[src/rtl/ram_init_ctrl_if.sv]
// Loader-side bus bundle for ram_init_ctrl: start pulse, flash read port,
// RAM select/write controls and status outputs.
interface ram_init_ctrl_if;
  logic        start;
  logic [21:0] flash_addr;
  logic        flash_rd_req;
  logic        flash_ack;
  logic [15:0] flash_data;
  logic        initializing;
  logic [15:0] init_addr;
  logic [15:0] init_data;
  logic        ram_we_n;
  logic        busy;
  logic        done;
  logic [15:0] checksum;

  modport master (
    input  start, flash_ack, flash_data,
    output flash_addr, flash_rd_req, initializing, init_addr, init_data,
           ram_we_n, busy, done, checksum
  );

  modport slave (
    output start, flash_ack, flash_data,
    input  flash_addr, flash_rd_req, initializing, init_addr, init_data,
           ram_we_n, busy, done, checksum
  );
endinterface

[src/rtl/ram_init_ctrl.sv]
// Boot loader copying WORDS flash words into RAM before the CPU runs.
// Optional running checksum of copied words: define RAM_INIT_CHECKSUM_EN.
module ram_init_ctrl #(
  parameter logic [15:0] WORDS      = 16'h0200,
  parameter logic [21:0] FLASH_BASE = 22'h000000,
  parameter logic [15:0] RAM_BASE   = 16'h0000,
  parameter int          WR_CYCLES  = 2
) (
  input  logic            clk,
  input  logic            rst,
  ram_init_ctrl_if.master bus
);

  localparam logic [2:0] IDLE   = 3'd0;
  localparam logic [2:0] READ   = 3'd1;
  localparam logic [2:0] SETUP  = 3'd2;
  localparam logic [2:0] WRITE  = 3'd3;
  localparam logic [2:0] HOLD   = 3'd4;
  localparam logic [2:0] FINISH = 3'd5;

  localparam int             WCW     = (WR_CYCLES > 1) ? $clog2(WR_CYCLES) : 1;
  localparam logic [WCW-1:0] WR_LAST = WCW'(WR_CYCLES - 1);

  logic [2:0]     state;
  logic [15:0]    count;
  logic [15:0]    count_nxt;
  logic [WCW-1:0] wr_cnt;
  logic [21:0]    flash_addr_q;
  logic           rd_req_q;
  logic           init_q;
  logic [15:0]    addr_q;
  logic [15:0]    data_q;
  logic           we_n_q;
  logic           busy_q;
  logic           done_q;

  assign count_nxt = count + 16'd1;

  // Outputs are registered and only change on state transitions, so the RAM
  // sees addr/data settle in SETUP before the write strobe drops.
  always_ff @(posedge clk) begin
    if (rst) begin
      state        <= IDLE;
      count        <= '0;
      wr_cnt       <= '0;
      flash_addr_q <= FLASH_BASE;
      rd_req_q     <= 1'b0;
      init_q       <= 1'b0;
      addr_q       <= RAM_BASE;
      data_q       <= '0;
      we_n_q       <= 1'b1;
      busy_q       <= 1'b0;
      done_q       <= 1'b0;
    end else begin
      case (state)
        IDLE: begin
          if (bus.start) begin
            if (WORDS == 16'd0) begin
              state  <= FINISH;
              done_q <= 1'b1;
            end else begin
              state        <= READ;
              count        <= '0;
              flash_addr_q <= FLASH_BASE;
              rd_req_q     <= 1'b1;
              init_q       <= 1'b1;
              busy_q       <= 1'b1;
            end
          end
        end
        READ: begin
          if (bus.flash_ack) begin
            data_q   <= bus.flash_data;
            addr_q   <= RAM_BASE + count;
            rd_req_q <= 1'b0;
            state    <= SETUP;
          end
        end
        SETUP: begin
          we_n_q <= 1'b0;
          wr_cnt <= WR_LAST;
          state  <= WRITE;
        end
        WRITE: begin
          if (wr_cnt == '0) begin
            we_n_q <= 1'b1;
            state  <= HOLD;
          end else begin
            wr_cnt <= wr_cnt - WCW'(1);
          end
        end
        HOLD: begin
          if (count == WORDS - 16'd1) begin
            init_q <= 1'b0;
            busy_q <= 1'b0;
            done_q <= 1'b1;
            state  <= FINISH;
          end else begin
            count        <= count_nxt;
            flash_addr_q <= FLASH_BASE + {6'd0, count_nxt};
            rd_req_q     <= 1'b1;
            state        <= READ;
          end
        end
        FINISH: begin
          state <= FINISH;
        end
        default: begin
          state <= IDLE;
        end
      endcase
    end
  end

`ifdef RAM_INIT_CHECKSUM_EN
  logic [15:0] csum_q;

  always_ff @(posedge clk) begin
    if (rst) begin
      csum_q <= '0;
    end else if (state == READ && bus.flash_ack) begin
      csum_q <= csum_q + bus.flash_data;
    end
  end

  assign bus.checksum = csum_q;
`else
  assign bus.checksum = 16'h0000;
`endif

  assign bus.flash_addr   = flash_addr_q;
  assign bus.flash_rd_req = rd_req_q;
  assign bus.initializing = init_q;
  assign bus.init_addr    = addr_q;
  assign bus.init_data    = data_q;
  assign bus.ram_we_n     = we_n_q;
  assign bus.busy         = busy_q;
  assign bus.done         = done_q;

endmodule
[src/flat_wrapper.sv]
// flat-port wrapper written by rule: the top's interface ports become plain ports
module ram_init_ctrl_flat 
#(
  parameter logic [15:0] WORDS      = 16'h0200,
  parameter logic [21:0] FLASH_BASE = 22'h000000,
  parameter logic [15:0] RAM_BASE   = 16'h0000,
  parameter int          WR_CYCLES  = 2
)
  (clk, rst, bus_start, bus_flash_ack, bus_flash_data, bus_flash_addr, bus_flash_rd_req, bus_initializing, bus_init_addr, bus_init_data, bus_ram_we_n, bus_busy, bus_done, bus_checksum);
  ram_init_ctrl_if bus_i ();
  input  logic clk;
  input  logic rst;
  input wire logic [$bits(bus_i.start)-1:0] bus_start;
  input wire logic [$bits(bus_i.flash_ack)-1:0] bus_flash_ack;
  input wire logic [$bits(bus_i.flash_data)-1:0] bus_flash_data;
  output wire logic [$bits(bus_i.flash_addr)-1:0] bus_flash_addr;
  output wire logic [$bits(bus_i.flash_rd_req)-1:0] bus_flash_rd_req;
  output wire logic [$bits(bus_i.initializing)-1:0] bus_initializing;
  output wire logic [$bits(bus_i.init_addr)-1:0] bus_init_addr;
  output wire logic [$bits(bus_i.init_data)-1:0] bus_init_data;
  output wire logic [$bits(bus_i.ram_we_n)-1:0] bus_ram_we_n;
  output wire logic [$bits(bus_i.busy)-1:0] bus_busy;
  output wire logic [$bits(bus_i.done)-1:0] bus_done;
  output wire logic [$bits(bus_i.checksum)-1:0] bus_checksum;
  assign bus_i.start = bus_start;
  assign bus_i.flash_ack = bus_flash_ack;
  assign bus_i.flash_data = bus_flash_data;
  assign bus_flash_addr = bus_i.flash_addr;
  assign bus_flash_rd_req = bus_i.flash_rd_req;
  assign bus_initializing = bus_i.initializing;
  assign bus_init_addr = bus_i.init_addr;
  assign bus_init_data = bus_i.init_data;
  assign bus_ram_we_n = bus_i.ram_we_n;
  assign bus_busy = bus_i.busy;
  assign bus_done = bus_i.done;
  assign bus_checksum = bus_i.checksum;
  ram_init_ctrl #(.WORDS(WORDS), .FLASH_BASE(FLASH_BASE), .RAM_BASE(RAM_BASE), .WR_CYCLES(WR_CYCLES)) u_core (.clk(clk), .rst(rst), .bus(bus_i));
endmodule
[config.mk]
export PLATFORM = sky130hd
export DESIGN_NAME = ram_init_ctrl_flat
export DESIGN_NICKNAME = d
export VERILOG_FILES = /design/src/rtl/ram_init_ctrl_if.sv /design/src/rtl/ram_init_ctrl.sv /design/src/flat_wrapper.sv
export SDC_FILE = /design/constraint.sdc
export NUM_CORES = 1
export LEC_CHECK = 0
export CAP_MARGIN = 15
export CORE_ASPECT_RATIO = 0.6
export CORE_UTILIZATION = 25
export CTS_BUF_LIST = sky130_fd_sc_hd__clkbuf_8 sky130_fd_sc_hd__clkbuf_16
export DETAILED_ROUTE_END_ITERATION = 16
export GPL_ROUTABILITY_DRIVEN = 0
export GPL_TIMING_DRIVEN = 0
export SYNTH_ARGS = -nofsm -noshare
export SYNTH_HDL_FRONTEND = slang
export SYNTH_SLANG_ARGS = --single-unit
[constraint.sdc]
create_clock -name clk -period 4.6 [get_ports clk]
set_input_delay 0.46 -clock clk [delete_from_list [all_inputs] [get_ports clk]]
set_output_delay 0.46 -clock clk [all_outputs]
set_load 0.01 [all_outputs]
# ---- Word level (Yosys, flattened, before mapping)
# Index checks and enable logic that the tools add are counted.
dict set report word_totals {
  reg_bits 78
  output_inout_bits 75
  inputBits 20
  wordCells 55
}
dict set report op_classes {
  n_reduce_logical 11
  mux 21
  eq_ne 11
  addsub 2
}
# operator count
set op_table {}
lappend op_table {{22-bit 2-to-1 mux} 2}
lappend op_table {{22-bit one-hot mux with 2 select lines} 1}
lappend op_table {{16-bit 2-to-1 mux} 2}
lappend op_table {{16-bit one-hot mux with 2 select lines} 1}
lappend op_table {{3-bit one-hot mux with 6 select lines} 1}
lappend op_table {{16-bit by 1-bit adder with 16-bit output (second input constant)} 1}
lappend op_table {{16-bit by 9-bit == test with 1-bit output (second input constant)} 1}
lappend op_table {{3-bit 2-to-1 mux} 4}
lappend op_table {{3-bit AND reduction} 3}
lappend op_table {{2-bit inequality test (second input constant)} 4}
lappend op_table {{3-bit by 2-bit == test with 1-bit output (second input constant)} 2}
lappend op_table {{3-bit == test (second input constant)} 2}
lappend op_table {{1-bit 2-to-1 mux} 6}
lappend op_table {{1-bit one-hot mux with 2 select lines} 3}
lappend op_table {{2-bit AND reduction} 3}
lappend op_table {{4-bit AND reduction} 1}
lappend op_table {{2-bit nonzero test} 2}
lappend op_table {{3-bit by 1-bit == test with 1-bit output (second input constant)} 1}
lappend op_table {{3-bit zero test} 1}
lappend op_table {{1-bit one-hot mux with 3 select lines} 1}
lappend op_table {{3-bit nonzero test} 1}
lappend op_table {{2-bit by 1-bit inequality test with 1-bit output (second input constant)} 1}
lappend op_table {{1-bit subtractor (second input constant)} 1}

# ---- Depth between registers and ports, before layout
# Gate-level depths: netlist of run 1.
dict set report depth {
  depth_word 3
  ltp_mapped 7
  depth_no_buf 5
}

# ---- Least setup slack after synthesis of run 1
# OpenSTA, ideal clock, no wires.
dict set report synth_path {
  path_kind {register to register}
  startpoint {reg, netlist name u_core.bus.flash_addr[0]}
  endpoint {reg u_core.flash_addr_q[0], in the netlist u_core.bus.flash_addr[0]}
  t_arrival_ns 1.629
  period_less_slack_ns 1.752
  setup_time_ns 0.123
  required_ns 4.477
  slack_ns 2.848
  stages_incl_launch_ff 7
  n_path_buf 1
  path_cell_list {dfxtp_1 ha_1 and3_1 clkbuf_1 and3_1 a21oi_2 mux2_1}
}
# item line
set synth_rtl {}
lappend synth_rtl {{to (signal assigned)} ram_init_ctrl.sv:100} ;# flash_addr_q <= FLASH_BASE + {6'd0, count_nxt};
lappend synth_rtl {{to (decl)} ram_init_ctrl.sv:28} ;# logic [21:0] flash_addr_q;

==> reports/results.txt, run 1 <==
most common cell after layout, fill and taps aside: clkdlybuf4s50_1
PostCTS Resize Cnt: 0
DRT iter0 DRCs: 180
Die H: 81.5 µm
period utilisation layout: 45.5%
count of cell types in the netlist: 54
post-synthesis register bit count: 56
outcome: completed
syn avg cell area: 8.12 µm²
Worst setup SP type: flip-flop
fmax: 478 MHz
min-delay src: u_core.bus.init_addr[6]$_SDFFE_PP0P_
Setup WS post-layout: 2.51 ns
beginning of the critical path: u_core.bus.flash_addr[1]$_SDFFE_PP0P_
r2r worst-path depth: 6
# H-tree levels: 2
Async SR Flop Fraction: 0%
via count: 2562
post-layout min period: 2.09 ns
placed cell areas: 0.00360 mm²
initial antenna violation count: 0
clk buf depth: 2
R2R Path Start: u_core.bus.flash_addr[1]$_SDFFE_PP0P_
setup TNS: 0 ns
Clk Latency, worst-skew pair: 0.30 ns
fillcell total: 1029
Detailed Place HPWL: 5720 µm
CTS hold repair buffers: 0
post-synthesis sequential area ratio: 42.6%
routed wire length: 7600 µm
Setup CP Type: reg -> reg
Clock Sinks: 56
Final Skew: 0.00565 ns
die width: 134 µm
Post-synth EDFFs: 0
GR Overflow Total: 0
RSZ-0062 raised after global routing: false
most frequent cells in the layout: 72 x clkdlybuf4s50_1, 69 x nand2_1, 56 x dfxtp_1, 42 x a21oi_1, 23 x buf_4
DR WL met3: 701 µm
Worst-Margin Slew: 0.644 ns
hold path cells: 2
Post-DRT Antenna Nets: 0
max-capacitance violation count: 0
Avg Vias per Cell: 4.58
first-pass GRT wire length: 12200 µm
setup bufs post-CTS: 0
share of cells above drive strength 1: 11.1%
core area: 0.0101 mm²
metal2 WL: 3020 µm
# port buffers: 72
die area: 0.0109 mm²
Syn. warnings: 0
CTS tree: yes
WP data required: 4.79 ns
WL/cell: 13.6 µm
number of antenna cells inserted: 0
Worst Setup End Kind: flip-flop
Netlist Area Pre-Place: 0.00263 mm²
crit-path max FO: 7
Worst EP arrival: 2.28 ns
area delta synth->final: 43.8%
Slew HR: 56.9%
final setup vio count: 0
largest net degree at the start of global routing: 17
DP Worst Slack: 2.29 ns
Max VDD drop: 0.147 mV
Yosys top cell by area: dfxtp_1
Fin. Hold Viols: 0
# rows: 28
Max Used Layer: met4
pwr dens: 293 mW/mm²
max-slew violations: 0
Clock Tree Root: clkbuf_16
top cell type's share of synthesized area: 42.6%
drc violations: 0
worst hold slack: 0.458 ns
post-route cell area: 0.00378 mm²
Final Net Count: 445
synth top area cells: dfxtp_1 43%, nand2_1 9.8%, a21oi_1 8.0%
Leakage: 1.37 nW
Top FF cell, synth: dfxtp_1
I/O pin count: 95
Initial DRT Pass Iterations: 4
Num CTS Buffers: 5
starting density of the core: 26.2%
total track usage: 14.5%
Syn Inst Count: 324
min-delay worst type: reg -> reg
vias in the first global route: 2343
clk slew on worst S/H paths: 0.07 ns
Metal-1 WL: 3820 µm
-- per-layer routing --
| metal | up-vias | GRT usage, % |
|---|---|---|
| li1 | 1287 | - |
| met1 | 1173 | 20.4 |
| met2 | 97 | 21.1 |
| met3 | 5 | 4.94 |
| met4 | 0 | 3.15 |
| met5 | - | 0 |
-- cell families after synthesis --
family          Yosys count  synth area share [%]
compound gates           74                  16.1
xor+xnor                  2                 0.666
fa+ha+maj                 1                 0.476
buf+inv                  49                  11.1
flops                    56                  42.6
mux                       3                  1.24
other cells               1                 0.143
simple gates            138                  27.6
-- through the flow --
step	power (mW)	std cells	util, %
5_1_grt	1.15	560	37.6
3_3_place_gp	0.650	552	35.8
2_1_floorplan	0.595	345	-
6_report	1.11	560	37.6
3_5_place_dp	0.653	552	35.8
4_1_cts	1.12	560	37.6
-- flip-flops by register name, indices dropped and copies added, names as in the netlist --
name and cells:
u_core.bus.busy 1, u_core.bus.done 1, u_core.bus.flash_addr 16, u_core.bus.flash_rd_req 1
u_core.bus.init_addr 16, u_core.bus.init_data 16, u_core.bus.ram_we_n 1, u_core.state 3
u_core.wr_cnt 1
-- power breakdown --
part | internal (mW) | switching [mW] | leakage (nW)
Combinational | 0.0655 | 0.0721 | 0.830
Clock | 0.287 | 0.178 | 0.0901
Sequential | 0.496 | 0.00817 | 0.453
-- Yosys cell counts, types with 2 or more instances --
cell type,n
buf_2,5
nand3_1,7
and4_1,2
nor4_1,5
o21ai_1,7
mux2_1,2
or4_1,3
o21bai_1,2
dfxtp_1,56
o21ai_0,2
nor2_1,13
clkbuf_1,15
nand2_1,69
inv_1,4
buf_4,23
nor3_1,5
buf_6,2
nand2b_1,3
nand4_1,6
and3_1,3
nand3b_1,6
a31oi_1,10
xnor2_1,2
a21oi_1,42
-- final timing paths --
kind                                                              end  slack (ns)
worst min-delay path             u_core.bus.init_addr[6]$_SDFFE_PP0P_        0.46
worst max register to register  u_core.bus.flash_addr[0]$_SDFFE_PP0P_        2.51
worst min register to register   u_core.bus.init_addr[6]$_SDFFE_PP0P_        0.46
worst max-delay path            u_core.bus.flash_addr[0]$_SDFFE_PP0P_        2.51
-- worst max-delay path, cell delays in order (launching register included) --
cell	delay, ns
dfxtp_1	0.49
ha_1	0.27
and3_1	0.18
clkbuf_1	0.26
and3_1	0.34
a21oi_2	0.12
mux2_1	0.32
-- final cells by class --
class / instances / area [µm²] / area share [%]
sequential: 56 / 1120 / 29.6
timing repair buffer: 72 / 721 / 19.1
clock inverter: 1 / 30.0 / 0.794
inverter: 4 / 15.0 / 0.397
tap: 135 / 169 / 4.47
buffer: 45 / 277 / 7.31
multi-input combinational: 240 / 1300 / 34.3
clock buffer: 7 / 153 / 4.04
Note: power is estimated with default switching activity, not from simulation.
==> inputs of run 2 (changes only) <==
==> constraint.sdc (replaced) <==
create_clock -name clk -period 1.98 [get_ports clk]
set_input_delay 0.198 -clock clk [delete_from_list [all_inputs] [get_ports clk]]
set_output_delay 0.198 -clock clk [all_outputs]
set_load 0.01 [all_outputs]
==> run 2 against run 1 <==
Critical path depth is the same; clock power rose by 130%; cell count up 0.18%; maximum frequency rose by 11%; combinational power increased by 130%; sequential share of layout area decreased by 0.19 points; first-iteration DRC count is 0.56% higher; critical endpoint unchanged; power up 130%; cell area is 0.86% higher; worst hold slack worse by 0.017 ns; sequential cell count stayed put; via count increased by 0.74%; largest power group unchanged.
==> reports/results.txt, run 2 (same netlist as run 1, synthesis figures left out) <==
Worst-Margin Slew: 0.609 ns (was 0.644 ns)
final cell count without fillers: 561 (was 560)
starting density of the core: 26.2% (unchanged)
Setup CP Type: reg -> reg (unchanged)
outcome: completed (unchanged)
final setup vio count: 0 (unchanged)
Final Net Count: 446 (was 445)
Int Power: 1.97 mW (was 849 µW)
sequential share of power: 45.5% (was 45.6%)
Clock Sinks: 56 (unchanged)
clk buf depth: 2 (unchanged)
Initial DRT Pass Iterations: 4 (unchanged)
Clk Latency, worst-skew pair: 0.30 ns (about the same)
core area: 0.0101 mm² (unchanged)
pwr dens: 675 mW/mm² (was 293 mW/mm²)
Die H: 81.5 µm (unchanged)
via count: 2581 (was 2562)
max-capacitance violation count: 0 (unchanged)
Sw Share: 23.3% (about the same)
most frequent cells in the layout: 72 x clkdlybuf4s50_1, 69 x nand2_1, 54 x dfxtp_1, 42 x a21oi_1, 24 x buf_4 (was 72 x clkdlybuf4s50_1, 69 x nand2_1, 56 x dfxtp_1, 42 x a21oi_1, 23 x buf_4)
number of antenna cells inserted: 0 (unchanged)
initial antenna violation count: 0 (unchanged)
die area: 0.0109 mm² (unchanged)
WL/cell: 13.6 µm (about the same)
dpl cells: 552 (unchanged)
metal2 WL: 3050 µm (was 3020 µm)
largest net degree at the start of global routing: 17 (unchanged)
Avg Vias per Cell: 4.60 (was 4.58)
area delta synth->final: 45.0% (was 43.8%)
worst r2r dst: u_core.bus.flash_addr[0]$_SDFFE_PP0P_ (unchanged)
RSZ-0062 raised after global routing: true (was false)
first-pass GRT wire length: 12300 µm (was 12200 µm)
I/O pin count: 95 (unchanged)
min-delay worst type: in -> reg (was reg -> reg)
Slew HR: 59.2% (was 56.9%)
CTS tree: yes (unchanged)
most common cell after layout, fill and taps aside: clkdlybuf4s50_1 (unchanged)
Fin. Hold Viols: 0 (unchanged)
period utilisation layout: 94.8% (was 45.5%)
Clk network pwr share: 41.9% (was 42.0%)
total track usage: 14.5% (about the same)
DRT iter0 DRCs: 181 (was 180)
# rows: 28 (unchanged)
clk slew on worst S/H paths: 0.07 ns (about the same)
Leakage: 1.39 nW (was 1.37 nW)
placed cell areas: 0.00360 mm² (unchanged)
max-slew violations: 0 (unchanged)
WP data required: 2.16 ns (was 4.79 ns)
routed wire length: 7610 µm (was 7600 µm)
# H-tree levels: 2 (unchanged)
Slowest-stage cell, CP: dfxtp_2 (was dfxtp_1)
Worst Setup End Kind: flip-flop (unchanged)
Metal-1 WL: 3830 µm (was 3820 µm)
Worst EP arrival: 2.06 ns (was 2.28 ns)
post-layout min period: 1.88 ns (was 2.09 ns)
post-route cell area: 0.00381 mm² (was 0.00378 mm²)
R2R Path Start: u_core.bus.flash_addr[0]$_SDFFE_PP0P_ (was u_core.bus.flash_addr[1]$_SDFFE_PP0P_)
r2r worst-path depth: 6 (unchanged)
Detailed Place HPWL: 5720 µm (unchanged)
Num CTS Buffers: 5 (unchanged)
setup slack, reg-to-reg: 0.10 ns (was 2.51 ns)
# port buffers: 72 (unchanged)
Gate power share: 12.6% (was 12.4%)
Worst Setup EP: u_core.bus.flash_addr[0]$_SDFFE_PP0P_ (unchanged)
drc violations: 0 (unchanged)
critical path cell sequence: ha_1, and3_1, clkbuf_2, and3_2, a21oi_2, mux2_1 (was ha_1, and3_1, clkbuf_1, and3_1, a21oi_2, mux2_1)
Pwr Total: 2.57 mW (was 1.11 mW)
share of cells above drive strength 1: 13.6% (was 11.1%)
Max Used Layer: met4 (unchanged)
Clock Tree Root: clkbuf_16 (unchanged)
hold path cells: 3 (was 2)
vias in the first global route: 2355 (was 2343)
max incr delay on CP: 0.37 ns (was 0.49 ns)
fmax: 533 MHz (was 478 MHz)
GR Overflow Total: 0 (unchanged)
Worst setup SP type: flip-flop (unchanged)
Final Skew: 0.00776 ns (was 0.00565 ns)
Sw Pwr: 600 µW (was 258 µW)
Post-DRT Antenna Nets: 0 (unchanged)
CTS hold repair buffers: 0 (unchanged)
crit-path max FO: 8 (was 7)
beginning of the critical path: u_core.bus.flash_addr[0]$_SDFFE_PP0P_ (was u_core.bus.flash_addr[1]$_SDFFE_PP0P_)
die width: 134 µm (unchanged)
Max VDD drop: 0.340 mV (was 0.147 mV)
DR WL met3: 675 µm (was 701 µm)
[run 2: area by class of cell]
cell class,count,area [µm²]
buffer,45,283
fill,1024,6240
sequential,56,1120
inverter,4,15.0
tap,135,169
clock inverter,1,30.0
clock buffer,7,153
timing repair buffer,73,728
multi-input combinational,240,1310
[run 2: power by group through the flow]
stage | registers [mW] | clock network (mW) | logic (mW)
2_1_floorplan | 1.21 | 0 | 0.177
3_3_place_gp | 1.20 | 0 | 0.313
3_5_place_dp | 1.20 | 0 | 0.318
4_1_cts | 1.17 | 1.10 | 0.321
5_1_grt | 1.18 | 1.16 | 0.355
6_report | 1.17 | 1.08 | 0.324
[run 2: worst min path at each step]
stage                                                      from                                    end  slack (ns)
final                                         bus_flash_data[2]   u_core.bus.init_data[2]$_SDFFE_PP0P_        0.44
after CTS                                     bus_flash_data[2]   u_core.bus.init_data[2]$_SDFFE_PP0P_        0.43
after detailed placement  u_core.bus.init_data[15]$_SDFFE_PP0P_  u_core.bus.init_data[15]$_SDFFE_PP0P_        0.45
after global routing                         bus_flash_data[11]  u_core.bus.init_data[11]$_SDFFE_PP0P_        0.45
after floorplan                               bus_flash_data[0]   u_core.bus.init_data[0]$_SDFFE_PP0P_        0.33
after global placement    u_core.bus.init_data[11]$_SDFFE_PP0P_  u_core.bus.init_data[11]$_SDFFE_PP0P_        0.44
[run 2: per-layer routing]
layer	vias to the layer above	GRT usage, %
li1	1290	-
met1	1188	20.4
met2	98	21.2
met3	5	4.94
met4	0	3.15
met5	-	0
[run 2: worst max-delay path, delay by kind of cell (launching register included)]
| family | cells | cell delay [ns] |
|---|---|---|
| adders and majority gates | 1 | 0.25 |
| DFF | 1 | 0.37 |
| muxes | 1 | 0.34 |
| AOI/OAI and AO/OA | 1 | 0.22 |
| buffers and inverters | 1 | 0.16 |
| and+or+nand+nor | 2 | 0.44 |
[run 2: stage by stage]
step	TNS [ns]	util, %	hold WS (ns)	setup WS [ns]
after CTS	0	37.8	0.434	0.0575
after global routing	-0.0258	37.9	0.448	-0.0258
after floorplan	0	-	0.334	0.228
after detailed placement	-0.514	35.8	0.449	-0.0645
after global placement	-0.0557	35.8	0.440	-0.0146
final	0	37.9	0.441	0.102
[run 2: repair_timing]
action	4_1_cts	5_1_grt
resized for setup	3	12
pin swaps	1	0
buffers inserted	1	0
cloned	0	0
endpoints found under the hold margin	0	0
setup endpoints to repair	3	33
==> inputs of run 3 (changes only) <==
==> constraint.sdc (replaced) <==
create_clock -name clk -period 1.98 [get_ports clk]
set_input_delay 0.198 -clock clk [delete_from_list [all_inputs] [get_ports clk]]
set_output_delay 0.198 -clock clk [all_outputs]
set_load 0.1 [all_outputs]
==> run 3 against run 2 <==
Via count increased by 0.15%; register-to-register slack lost 0.04 ns; first-iteration DRC count shrank 30%; worst hold slack improved by 0.012 ns; non-clock buffer count is 4 higher; sequential cell count unchanged; cell area up 1.2%; clock skew rose by 0.00058 ns; clock power shrank 15%; sequential share of layout area increased by 0.27 points.
==> reports/results.txt, run 3 (same netlist as run 1, synthesis figures left out) <==
Final Net Count: 450 (was 446)
period utilisation layout: 98.6% (was 94.8%)
delay-heaviest family, CP: buffers and inverters (was simple AND/OR/NAND/NOR gates)
CP Buf/Inv Count: 1 (unchanged)
final core occ: 38.4% (was 37.9%)
fmax: 512 MHz (was 533 MHz)
crit-path max FO: 2 (was 8)
Initial DRT Pass Iterations: 4 (unchanged)
I/O pin count: 95 (unchanged)
WL/cell: 13.6 µm (about the same)
total track usage: 14.3% (was 14.5%)
number of antenna cells inserted: 0 (unchanged)
# port buffers: 72 (unchanged)
share of cells above drive strength 1: 16.1% (was 13.6%)
outcome: completed (unchanged)
Setup CP Type: reg -> out (was reg -> reg)
clk slew on worst S/H paths: 0.07 ns (about the same)
die width: 134 µm (unchanged)
post-layout min period: 1.95 ns (was 1.88 ns)
DRT iter0 DRCs: 126 (was 181)
Sw Pwr: 901 µW (was 600 µW)
Slew HR: 33.3% (was 59.2%)
initial antenna violation count: 0 (unchanged)
final setup vio count: 0 (unchanged)
Avg Vias per Cell: 4.58 (was 4.60)
CTS hold repair buffers: 0 (unchanged)
first-pass GRT wire length: 12100 µm (was 12300 µm)
Clk network pwr share: 33.8% (was 41.9%)
Post-DRT Antenna Nets: 0 (unchanged)
Num CTS Buffers: 5 (unchanged)
critical path cell sequence: clkdlybuf4s50_1 (was ha_1, and3_1, clkbuf_2, and3_2, a21oi_2, mux2_1)
Clock Sinks: 56 (unchanged)
Sw Share: 32.9% (was 23.3%)
starting density of the core: 26.2% (unchanged)
GR Overflow Total: 0 (unchanged)
max incr delay on CP: 1.12 ns (was 0.37 ns)
Fin. Hold Viols: 0 (unchanged)
Clk Latency, worst-skew pair: 0.29 ns (was 0.30 ns)
most common cell after layout, fill and taps aside: nand2_1 (was clkdlybuf4s50_1)
setup TNS: 0 ns (unchanged)
Worst Setup End Kind: primary output (was flip-flop)
fillcell total: 1051 (was 1024)
worst hold slack: 0.452 ns (was 0.441 ns)
most frequent cells in the layout: 69 x nand2_1, 42 x a21oi_1, 41 x dfxtp_1, 28 x buf_4, 27 x dlygate4sd2_1 (was 72 x clkdlybuf4s50_1, 69 x nand2_1, 54 x dfxtp_1, 42 x a21oi_1, 24 x buf_4)
area delta synth->final: 46.7% (was 45.0%)
Die H: 81.5 µm (unchanged)
vias in the first global route: 2396 (was 2355)
largest net degree at the start of global routing: 17 (unchanged)
die area: 0.0109 mm² (unchanged)
drc violations: 0 (unchanged)
# H-tree levels: 2 (unchanged)
Worst-Margin Slew: 1.00 ns (was 0.609 ns)
WP data required: 1.78 ns (was 2.16 ns)
Gate power share: 23.6% (was 12.6%)
Max VDD drop: 0.317 mV (was 0.340 mV)
max-slew violations: 0 (unchanged)
sequential share of power: 42.7% (was 45.5%)
# rows: 28 (unchanged)
Detailed Place HPWL: 5700 µm (was 5720 µm)
Worst setup SP type: flip-flop (unchanged)
max-capacitance violation count: 0 (unchanged)
core area: 0.0101 mm² (unchanged)
routed wire length: 7690 µm (was 7610 µm)
clk buf depth: 2 (unchanged)
CTS tree: yes (unchanged)
min-delay worst type: reg -> reg (was in -> reg)
Int Power: 1.83 mW (was 1.97 mW)
Worst EP arrival: 1.75 ns (was 2.06 ns)
via count: 2585 (was 2581)
Pwr Total: 2.73 mW (was 2.57 mW)
Slowest-stage cell, CP: clkdlybuf4s50_1 (was dfxtp_2)
pwr dens: 708 mW/mm² (was 675 mW/mm²)
Clock Tree Root: clkbuf_16 (unchanged)
RSZ-0062 raised after global routing: false (was true)
Leakage: 1.96 nW (was 1.39 nW)
Final Skew: 0.00834 ns (was 0.00776 ns)
run 3: through the flow:
step           setup slack, ns  std cells  area [µm²]
2_1_floorplan          0.00375        345        2740
3_3_place_gp           -0.0696        552        3620
3_5_place_dp           -0.0981        552        3620
4_1_cts               0.000535        559        3750
5_1_grt               0.000160        564        3860
6_report                0.0284        564        3860
run 3: timing repair:
item                                    CTS  global route
gates resized for setup                  28            31
setup buffers                             0             5
pin swaps                                 0             2
endpoints found under the setup margin   35            48
run 3: final cells by class:
cell class / instances / area, µm² / share of cell area (%)
inverter: 4 / 15.0 / 0.389
clock inverter: 1 / 3.75 / 0.0973
sequential: 56 / 1150 / 29.7
clock buffer: 6 / 150 / 3.89
timing repair buffer: 77 / 787 / 20.4
buffer: 45 / 279 / 7.23
tap: 135 / 169 / 4.38
multi-input combinational: 240 / 1310 / 33.9
run 3: path summary, 6_finish.rpt:
kind                                               from                                     to  slack, ns  depth (start not counted)
hold reg to reg    u_core.bus.init_addr[3]$_SDFFE_PP0P_   u_core.bus.init_addr[3]$_SDFFE_PP0P_       0.45                          2
setup reg to reg  u_core.bus.flash_addr[0]$_SDFFE_PP0P_  u_core.bus.flash_addr[0]$_SDFFE_PP0P_       0.06                          6
hold / removal     u_core.bus.init_addr[3]$_SDFFE_PP0P_   u_core.bus.init_addr[3]$_SDFFE_PP0P_       0.45                          2
setup / recovery  u_core.bus.flash_addr[9]$_SDFFE_PP0P_                      bus_flash_addr[9]       0.03                          1
run 3: power by group through the flow:
stage	Sequential [mW]	Clock (mW)	Combinational, mW
5_1_grt	1.17	1.01	0.673
4_1_cts	1.17	0.961	0.640
3_5_place_dp	1.19	0	0.644
2_1_floorplan	1.35	0	0.356
6_report	1.17	0.923	0.644
3_3_place_gp	1.19	0	0.640
run 3: routing by layer:
layer  up-vias  part of all wire (%)  track usage [%]
met1      1181                    49             19.0
met3        12                   8.7             4.57
met5         -                     0                0
met2       104                    41             22.6
li1       1288                     -                -
met4         0                   1.0             3.48
